--- src/rtl/fp_square_iter.sv ---
// Iterative floating-point squarer: sqrt-format operand (Q1.11, signed exponent) in, square in Q1.7 out.
// Optional build macro SQUARE_ROUND_EN: round-to-nearest-even via an extra RND state (else truncate).
module fp_square_iter #(
    parameter int FW_I = 12,
    parameter int FW_O = 8,
    parameter int EW   = 8
) (
    input  logic            clk,
    input  logic            rst,
    input  logic            doSquare_i,
    input  logic            s_i,
    input  logic [FW_I-1:0] f_i,
    input  logic [EW-1:0]   e_i,
    input  logic            isZ_i,
    input  logic            isInf_i,
    input  logic            isSNAN_i,
    input  logic            isQNAN_i,
    output logic            busy_o,
    output logic            valid_o,
    output logic            s_o,
    output logic [FW_O-1:0] f_o,
    output logic [EW-1:0]   e_o,
    output logic            isOverflow_o,
    output logic            isUnderflow_o,
    output logic            isToRound_o,
    output logic            isZ_o,
    output logic            isInf_o,
    output logic            isNAN_o
);
    // state | meaning
    // IDLE  | waiting for doSquare_i
    // MUL   | shift-add, one multiplier bit per cycle
    // NORM  | pick mantissa window, form exponent
    // RND   | round-to-nearest-even (SQUARE_ROUND_EN only)
    // SPEC  | resolve special-operand precedence
    // DONE  | drive result registers and valid strobe
    typedef enum logic [2:0] {S_IDLE, S_MUL, S_NORM, S_RND, S_SPEC, S_DONE} state_t;

    localparam int PW = 2 * FW_I;
    localparam int CW = $clog2(FW_I);
    localparam int XW = EW + 2;
    localparam int LO = PW - FW_O;
    localparam logic signed [XW-1:0] EXP_MAX = XW'((2 ** (EW - 1)) - 1);
    localparam logic signed [XW-1:0] EXP_MIN = XW'(-(2 ** (EW - 1)));
    localparam logic [EW-1:0]   E_MAX  = {1'b0, {(EW-1){1'b1}}};
    localparam logic [EW-1:0]   E_MIN  = {1'b1, {(EW-1){1'b0}}};
    localparam logic [FW_O-1:0] F_ONE  = {1'b1, {(FW_O-1){1'b0}}};
    localparam logic [FW_O-1:0] F_NAN  = {2'b11, {(FW_O-2){1'b0}}};
    localparam logic [1:0] K_NORM = 2'd0, K_ZERO = 2'd1, K_INF = 2'd2, K_NAN = 2'd3;

    state_t state_q, state_d;
    logic [CW-1:0]   cnt_q, cnt_d;
    logic [FW_I-1:0] mcand_q, mcand_d;
    logic [PW-1:0]   prod_q, prod_d;
    logic [EW-1:0]   e_q, e_d;
    logic            s_q, s_d;
    logic            sn_q, sn_d, qn_q, qn_d, inf_q, inf_d, z_q, z_d;
    logic [1:0]      kind_q, kind_d;
    logic [FW_O-1:0] res_f_q, res_f_d;
    logic signed [XW-1:0] res_exp_q, res_exp_d;
    logic            inx_q, inx_d;

    logic            valid_q, valid_d, so_q, so_d;
    logic [FW_O-1:0] fo_q, fo_d;
    logic [EW-1:0]   eo_q, eo_d;
    logic            ovf_q, ovf_d, unf_q, unf_d, rnd_q, rnd_d;
    logic            zo_q, zo_d, info_q, info_d, nano_q, nano_d;

    logic [FW_I:0]   sum;
    logic            hi;
    logic [FW_O-1:0] norm_f;
    logic            norm_inx;
    logic signed [XW-1:0] norm_exp;
`ifdef SQUARE_ROUND_EN
    logic            rup_q, rup_d;
    logic            guard, sticky;
    logic [FW_O:0]   f_inc;
`endif

    always_comb begin
        sum      = {1'b0, prod_q[PW-1:FW_I]} + (prod_q[0] ? {1'b0, mcand_q} : '0);
        hi       = prod_q[PW-1];
        norm_f   = hi ? prod_q[PW-1 -: FW_O] : prod_q[PW-2 -: FW_O];
        norm_inx = hi ? |prod_q[LO-1:0] : |prod_q[LO-2:0];
        // Squaring doubles the exponent; a product in [2,4) contributes one more.
        norm_exp = {e_q[EW-1], e_q, 1'b0} + XW'(hi);
`ifdef SQUARE_ROUND_EN
        guard    = hi ? prod_q[LO-1] : prod_q[LO-2];
        sticky   = hi ? |prod_q[LO-2:0] : |prod_q[LO-3:0];
        f_inc    = {1'b0, res_f_q} + (FW_O+1)'(rup_q);
`endif
    end

    always_comb begin
        state_d   = state_q;
        cnt_d     = cnt_q;
        mcand_d   = mcand_q;
        prod_d    = prod_q;
        e_d       = e_q;
        s_d       = s_q;
        sn_d      = sn_q;
        qn_d      = qn_q;
        inf_d     = inf_q;
        z_d       = z_q;
        kind_d    = kind_q;
        res_f_d   = res_f_q;
        res_exp_d = res_exp_q;
        inx_d     = inx_q;
        valid_d   = 1'b0;
        so_d      = so_q;
        fo_d      = fo_q;
        eo_d      = eo_q;
        ovf_d     = ovf_q;
        unf_d     = unf_q;
        rnd_d     = rnd_q;
        zo_d      = zo_q;
        info_d    = info_q;
        nano_d    = nano_q;
`ifdef SQUARE_ROUND_EN
        rup_d     = rup_q;
`endif
        case (state_q)
            S_IDLE: begin
                if (doSquare_i) begin
                    s_d     = s_i;
                    e_d     = e_i;
                    sn_d    = isSNAN_i;
                    qn_d    = isQNAN_i;
                    inf_d   = isInf_i;
                    z_d     = isZ_i;
                    mcand_d = f_i;
                    prod_d  = {{FW_I{1'b0}}, f_i};
                    cnt_d   = CW'(FW_I - 1);
                    kind_d  = K_NORM;
                    if (isSNAN_i || isQNAN_i || isInf_i || isZ_i) state_d = S_SPEC;
                    else                                           state_d = S_MUL;
                end
            end
            S_MUL: begin
                // Multiplier sits in the low half and shifts out as the sum shifts in.
                prod_d = {sum, prod_q[FW_I-1:1]};
                cnt_d  = cnt_q - 1'b1;
                if (cnt_q == '0) state_d = S_NORM;
            end
            S_NORM: begin
                res_f_d   = norm_f;
                res_exp_d = norm_exp;
                inx_d     = norm_inx;
`ifdef SQUARE_ROUND_EN
                rup_d     = guard & (sticky | norm_f[0]);
                state_d   = S_RND;
`else
                state_d   = S_DONE;
`endif
            end
`ifdef SQUARE_ROUND_EN
            S_RND: begin
                if (f_inc[FW_O]) begin
                    res_f_d   = F_ONE;
                    res_exp_d = res_exp_q + XW'(1);
                end else begin
                    res_f_d   = f_inc[FW_O-1:0];
                end
                state_d = S_DONE;
            end
`endif
            S_SPEC: begin
                if (sn_q || qn_q) kind_d = K_NAN;
                else if (inf_q)   kind_d = K_INF;
                else              kind_d = K_ZERO;
                state_d = S_DONE;
            end
            S_DONE: begin
                valid_d = 1'b1;
                so_d    = 1'b0;
                ovf_d   = 1'b0;
                unf_d   = 1'b0;
                rnd_d   = 1'b0;
                zo_d    = 1'b0;
                info_d  = 1'b0;
                nano_d  = 1'b0;
                case (kind_q)
                    K_NAN:  begin nano_d = 1'b1; so_d = s_q; fo_d = F_NAN; eo_d = E_MAX; end
                    K_INF:  begin info_d = 1'b1; fo_d = F_ONE; eo_d = E_MAX; end
                    K_ZERO: begin zo_d = 1'b1; fo_d = '0; eo_d = '0; end
                    default: begin
                        rnd_d = inx_q;
                        if (res_exp_q > EXP_MAX) begin
                            ovf_d = 1'b1; fo_d = '1; eo_d = E_MAX;
                        end else if (res_exp_q < EXP_MIN) begin
                            unf_d = 1'b1; fo_d = F_ONE; eo_d = E_MIN;
                        end else begin
                            fo_d = res_f_q; eo_d = res_exp_q[EW-1:0];
                        end
                    end
                endcase
                state_d = S_IDLE;
            end
            default: state_d = S_IDLE;
        endcase
    end

    always_ff @(posedge clk or negedge rst) begin
        if (!rst) begin
            state_q   <= S_IDLE;
            cnt_q     <= '0;
            mcand_q   <= '0;
            prod_q    <= '0;
            e_q       <= '0;
            s_q       <= 1'b0;
            sn_q      <= 1'b0;
            qn_q      <= 1'b0;
            inf_q     <= 1'b0;
            z_q       <= 1'b0;
            kind_q    <= K_NORM;
            res_f_q   <= '0;
            res_exp_q <= '0;
            inx_q     <= 1'b0;
            valid_q   <= 1'b0;
            so_q      <= 1'b0;
            fo_q      <= '0;
            eo_q      <= '0;
            ovf_q     <= 1'b0;
            unf_q     <= 1'b0;
            rnd_q     <= 1'b0;
            zo_q      <= 1'b0;
            info_q    <= 1'b0;
            nano_q    <= 1'b0;
`ifdef SQUARE_ROUND_EN
            rup_q     <= 1'b0;
`endif
        end else begin
            state_q   <= state_d;
            cnt_q     <= cnt_d;
            mcand_q   <= mcand_d;
            prod_q    <= prod_d;
            e_q       <= e_d;
            s_q       <= s_d;
            sn_q      <= sn_d;
            qn_q      <= qn_d;
            inf_q     <= inf_d;
            z_q       <= z_d;
            kind_q    <= kind_d;
            res_f_q   <= res_f_d;
            res_exp_q <= res_exp_d;
            inx_q     <= inx_d;
            valid_q   <= valid_d;
            so_q      <= so_d;
            fo_q      <= fo_d;
            eo_q      <= eo_d;
            ovf_q     <= ovf_d;
            unf_q     <= unf_d;
            rnd_q     <= rnd_d;
            zo_q      <= zo_d;
            info_q    <= info_d;
            nano_q    <= nano_d;
`ifdef SQUARE_ROUND_EN
            rup_q     <= rup_d;
`endif
        end
    end

    // The strobe cycle is already IDLE (a new operand may be accepted) but still reports busy.
    assign busy_o        = (state_q != S_IDLE) || valid_q;
    assign valid_o       = valid_q;
    assign s_o           = so_q;
    assign f_o           = fo_q;
    assign e_o           = eo_q;
    assign isOverflow_o  = ovf_q;
    assign isUnderflow_o = unf_q;
    assign isToRound_o   = rnd_q;
    assign isZ_o         = zo_q;
    assign isInf_o       = info_q;
    assign isNAN_o       = nano_q;

endmodule

--- config.mk ---
export PLATFORM = sky130hd
export DESIGN_NAME = fp_square_iter
export DESIGN_NICKNAME = d
export VERILOG_FILES = /design/src/rtl/fp_square_iter.sv
export SDC_FILE = /design/constraint.sdc
export NUM_CORES = 1
export LEC_CHECK = 0
export ABC_AREA = 1
export CORE_MARGIN = 2
export CORE_UTILIZATION = 40
export CTS_CLUSTER_SIZE = 16
export DETAILED_ROUTE_END_ITERATION = 8
export GPL_ROUTABILITY_DRIVEN = 0
export HOLD_SLACK_MARGIN = 0.06
export MAX_ROUTING_LAYER = met4
export PLACE_DENSITY_LB_ADDON = 0.3
export SLEW_MARGIN = 0
export SYNTH_ARGS = -nofsm -noshare
export SYNTH_HDL_FRONTEND = slang
export SYNTH_SLANG_ARGS = --single-unit
export TNS_END_PERCENT = 50
--- constraint.sdc ---
create_clock -name clk -period 3.1 [get_ports clk]
set_clock_uncertainty 0.1 [all_clocks]
set_input_delay 0.62 -clock clk [delete_from_list [all_inputs] [get_ports clk]]
set_output_delay 0.62 -clock clk [all_outputs]
set_load 0.02 [all_outputs]
==> flow_metrics.py <==
metrics = {
    "sta": {
        "hold_viol_final": 0,
        "setup_viol": 0,
        "drv_slew": 0,
        "timing.setup.tns_ns": 0,
        "fmaxAchievable_mhz": 382,
        "finalCritPeriodShare": 0.844,
        "tightest_slew_ns": 0.715,
        "max_slew_margin": 0.521,
        "period_needed_ns": 2.61,
        "rsz0062_at_grt": "false",
    },
    "power_and_ir_drop": {
        "comb_power_share": 0.420,
        "power_leakage_nw": 2.87,
        "p_total_mw": 5.68,
        "p_per_area_nw_per_um2": 995,
        "clkPwrFrac": 0.193,
        "ir_drop_uv": 562,
        "netSwitchingFraction": 0.407,
        "seqPwrFrac": 0.388,
        "internal-power_mw": 3.37,
        "p_switching_mw": 2.31,
    },
    "critical_path": {
        "crit_path_end_kind": "primary output",
        "crit_arrival_ns": 1.89,
        "crit_path_start_kind": "register",
        "path_cells": "nor2_2 > nand2_1 > or2_2 > clkdlybuf4s50_1",
        "crit_slowest_cell": "clkdlybuf4s50_1",
        "path_max_fanout": 4,
        "crit_path_max_incr_delay_ns": 0.54,
        "required_ns": 2.38,
        "reg2reg_slack_ns": 0.88,
        "cp_top_family": "simple AND/OR/NAND/NOR gates",
        "crit_type": "reg -> out",
        "cp_num_buf_inv": 1,
    },
    "global_routing": {
        "grt_max_degree": 57,
        "grt_pass1_vias": 3859,
        "grt_overflow_total": 0,
        "antenna_found_initial": 0,
        "grt_pass1_wl_mm": 18.3,
        "grt_util_all_layers": 0.181,
    },
    "finish": {
        "nNetsFinal": 669,
        "area_growth_pct": 19.5,
        "drive_gt1_frac": 0.0555,
        "n_antenna_cell": 0,
    },
    "status": {
        "outcome": "complete, no violations",
    },
    "synthesis": {
        "synth_top_area_share": 0.518,
        "yosysWarnings": 0,
        "synth_area_per_cell_um2": 8.28,
        "synthArstFlopShare": 1.00,
        "syn_inst": 577,
        "synthDistinctLibCells": 33,
        "ys_top_cells_by_area": "dfrtp_1 52%, nand2_1 14%, o21ai_0 7.0%",
        "yosys.area.top_type": "dfrtp_1",
        "synth_edf_count": 0,
        "synth_seq_cells": 99,
        "synth_nets": 620,
        "synth_ff_type": "dfrtp_1",
        "yosysSeqAreaShare": 0.518,
        "syn-cell-area_um2": 4780,
        "yosysMostFrequentCell": "nand2_1",
        "synth_common_cells": "184 x nand2_1, 99 x dfrtp_1, 79 x inv_1",
    },
    "clock_network": {
        "clkLatencyLatePin_ns": 0.34,
        "cts_root_buffer": "clkbuf_16",
        "postCtsSetupRepairBufs": 0,
        "ctsHoldBuffers": 0,
        "post_cts_resize_count": 0,
        "clk_pin_slew_ns": 0.07,
        "cts_buffers": 9,
        "cts.sinks": 99,
        "cts_tree": "built",
        "htreeDepth": 3,
        "cts_buffer_depth": 2,
    },
    "routing": {
        "drt-initial-drc-count": 195,
        "viasPerCell": 4.97,
        "vias": 3847,
        "drc": 0,
        "post_drt_wl_per_cell_um": 13.3,
        "ant_nets": 0,
        "totalWireLength_mm": 10.3,
        "detail_route.first_pass.iterations": 4,
    },
    "floorplan": {
        "io_pins": 53,
        "die-area_um2": 12800,
        "start_util": 0.415,
        "fp.dieW_um": 113,
        "coreArea_um2": 11500,
        "rows": 39,
        "die_h_um": 113,
    },
    "worst_hold_path": {
        "hold_path_class": "in -> async",
    },
    "job": {
        "drv_cap": 0,
    },
    "placed_design": {
        "io_buffers": 52,
        "dp_hpwl_mm": 7.49,
    },
}
==> worst register-to-register path: stages, from the launching register on <==
cell and delay, ns:
dfrtp_1 0.57, nand2_1 0.09, inv_1 0.07, ha_1 0.18
inv_1 0.06, fa_1 0.40, inv_1 0.09, nand3_1 0.07
nand3_1 0.13, nand2_1 0.07, nand2_1 0.11, nand2_1 0.06
nand3_1 0.07, nand2_1 0.05, nand2_1 0.05
==> worst paths after layout <==
path | startpoint | depth (start not counted) | endpoint
setup / recovery | state_q[2]$_DFFE_PN0P_ | 4 | busy_o
hold / removal | rst | 1 | e_o[6]$_DFFE_PN0P_
setup reg to reg | prod_q[0]$_DFFE_PN0P_ | 14 | prod_q[23]$_DFFE_PN0P_
hold reg to reg | res_f_q[3]$_DFFE_PN0N_ | 2 | res_f_q[3]$_DFFE_PN0N_
max in group asynchronous | rst | 2 | prod_q[13]$_DFFE_PN0P_
min in group clk | res_f_q[3]$_DFFE_PN0N_ | 2 | res_f_q[3]$_DFFE_PN0N_
==> flip-flops by register name, summed over array words and instances, names as in the netlist <==
name,count
cnt_q,4
mcand_q,12
e_o,8
sn_q,1
isUnderflow_o,1
isZ_o,1
f_o,8
s_q,1
inf_q,1
isToRound_o,1
qn_q,1
isNAN_o,1
isInf_o,1
valid_o,1
res_exp_q,9
isOverflow_o,1
kind_q,2
prod_q,24
e_q,8
state_q,3
res_f_q,8
inx_q,1
s_o,1
==> layout make-up <==
type | count | area [um^2]
inverter | 83 | 312
timing repair buffer | 54 | 546
clock inverter | 5 | 42.5
multi-input combinational | 379 | 1900
tap | 143 | 179
sequential | 99 | 2480
fill | 1091 | 5810
clock buffer | 11 | 253
==> metrics by stage <==
stage	area, um^2	std cells	utilization	hold slack (ns)	setup slack [ns]
5_1_grt	5710	774	0.496	0.202	0.367
3_3_place_gp	5410	758	0.470	0.360	0.874
6_report	5710	774	0.496	0.170	0.485
4_1_cts	5710	774	0.496	0.176	0.467
2_1_floorplan	4780	577	-	0.224	0.986
3_5_place_dp	5410	758	0.470	0.363	0.845
==> logic make-up (layout without fill, tap and decap cells) <==
kind of cell / count (synthesis) / in the layout / share of synthesized area
and+or+nand+nor: 255 / 255 / 0.221
AOI/OAI and AO/OA: 105 / 105 / 0.128
DFF: 99 / 99 / 0.518
buffers and inverters: 99 / 153 / 0.0840
adders and majority gates: 15 / 15 / 0.0408
xor gates and xnor gates: 4 / 4 / 0.00733
==> placed cells by master (no fill, tap or decap) <==
cell,n
clkbuf_8,2
o22ai_1,5
a2bb2oi_1,7
o221ai_1,9
clkinvlp_4,1
nor2_1,24
nor3_1,2
or2_1,1
xor2_1,2
clkinv_1,1
nand2_2,1
o21ai_1,1
nand3_2,2
inv_1,79
o211ai_1,3
fa_1,1
nand3_1,25
nand2_1,184
a22oi_2,1
clkdlybuf4s50_1,51
ha_1,14
nand4_1,7
buf_12,1
clkinv_4,1
dfrtp_1,99
or2_2,5
xnor2_1,2
inv_6,3
a21oi_1,9
buf_4,2
o31ai_1,1
o21ai_0,67
nand2_4,2
nor2_2,2
inv_2,3
clkbuf_16,9
a31oi_1,2
==> power groups by stage <==
stage,clock network (mW),registers [mW],logic (mW)
after floorplan,0,2.26,1.61
after global placement,0,2.20,2.35
after detailed placement,0,2.22,2.40
after CTS,1.13,2.20,2.41
after global routing,1.18,2.28,2.72
final,1.09,2.20,2.38
==> per-layer routing <==
metal  track usage  wire (um)
met1         0.244       4950
met2         0.281       4730
met3        0.0321        425
met4        0.0561        148
met5             -          0
No activity file was read; power rests on OpenSTA's default activity.
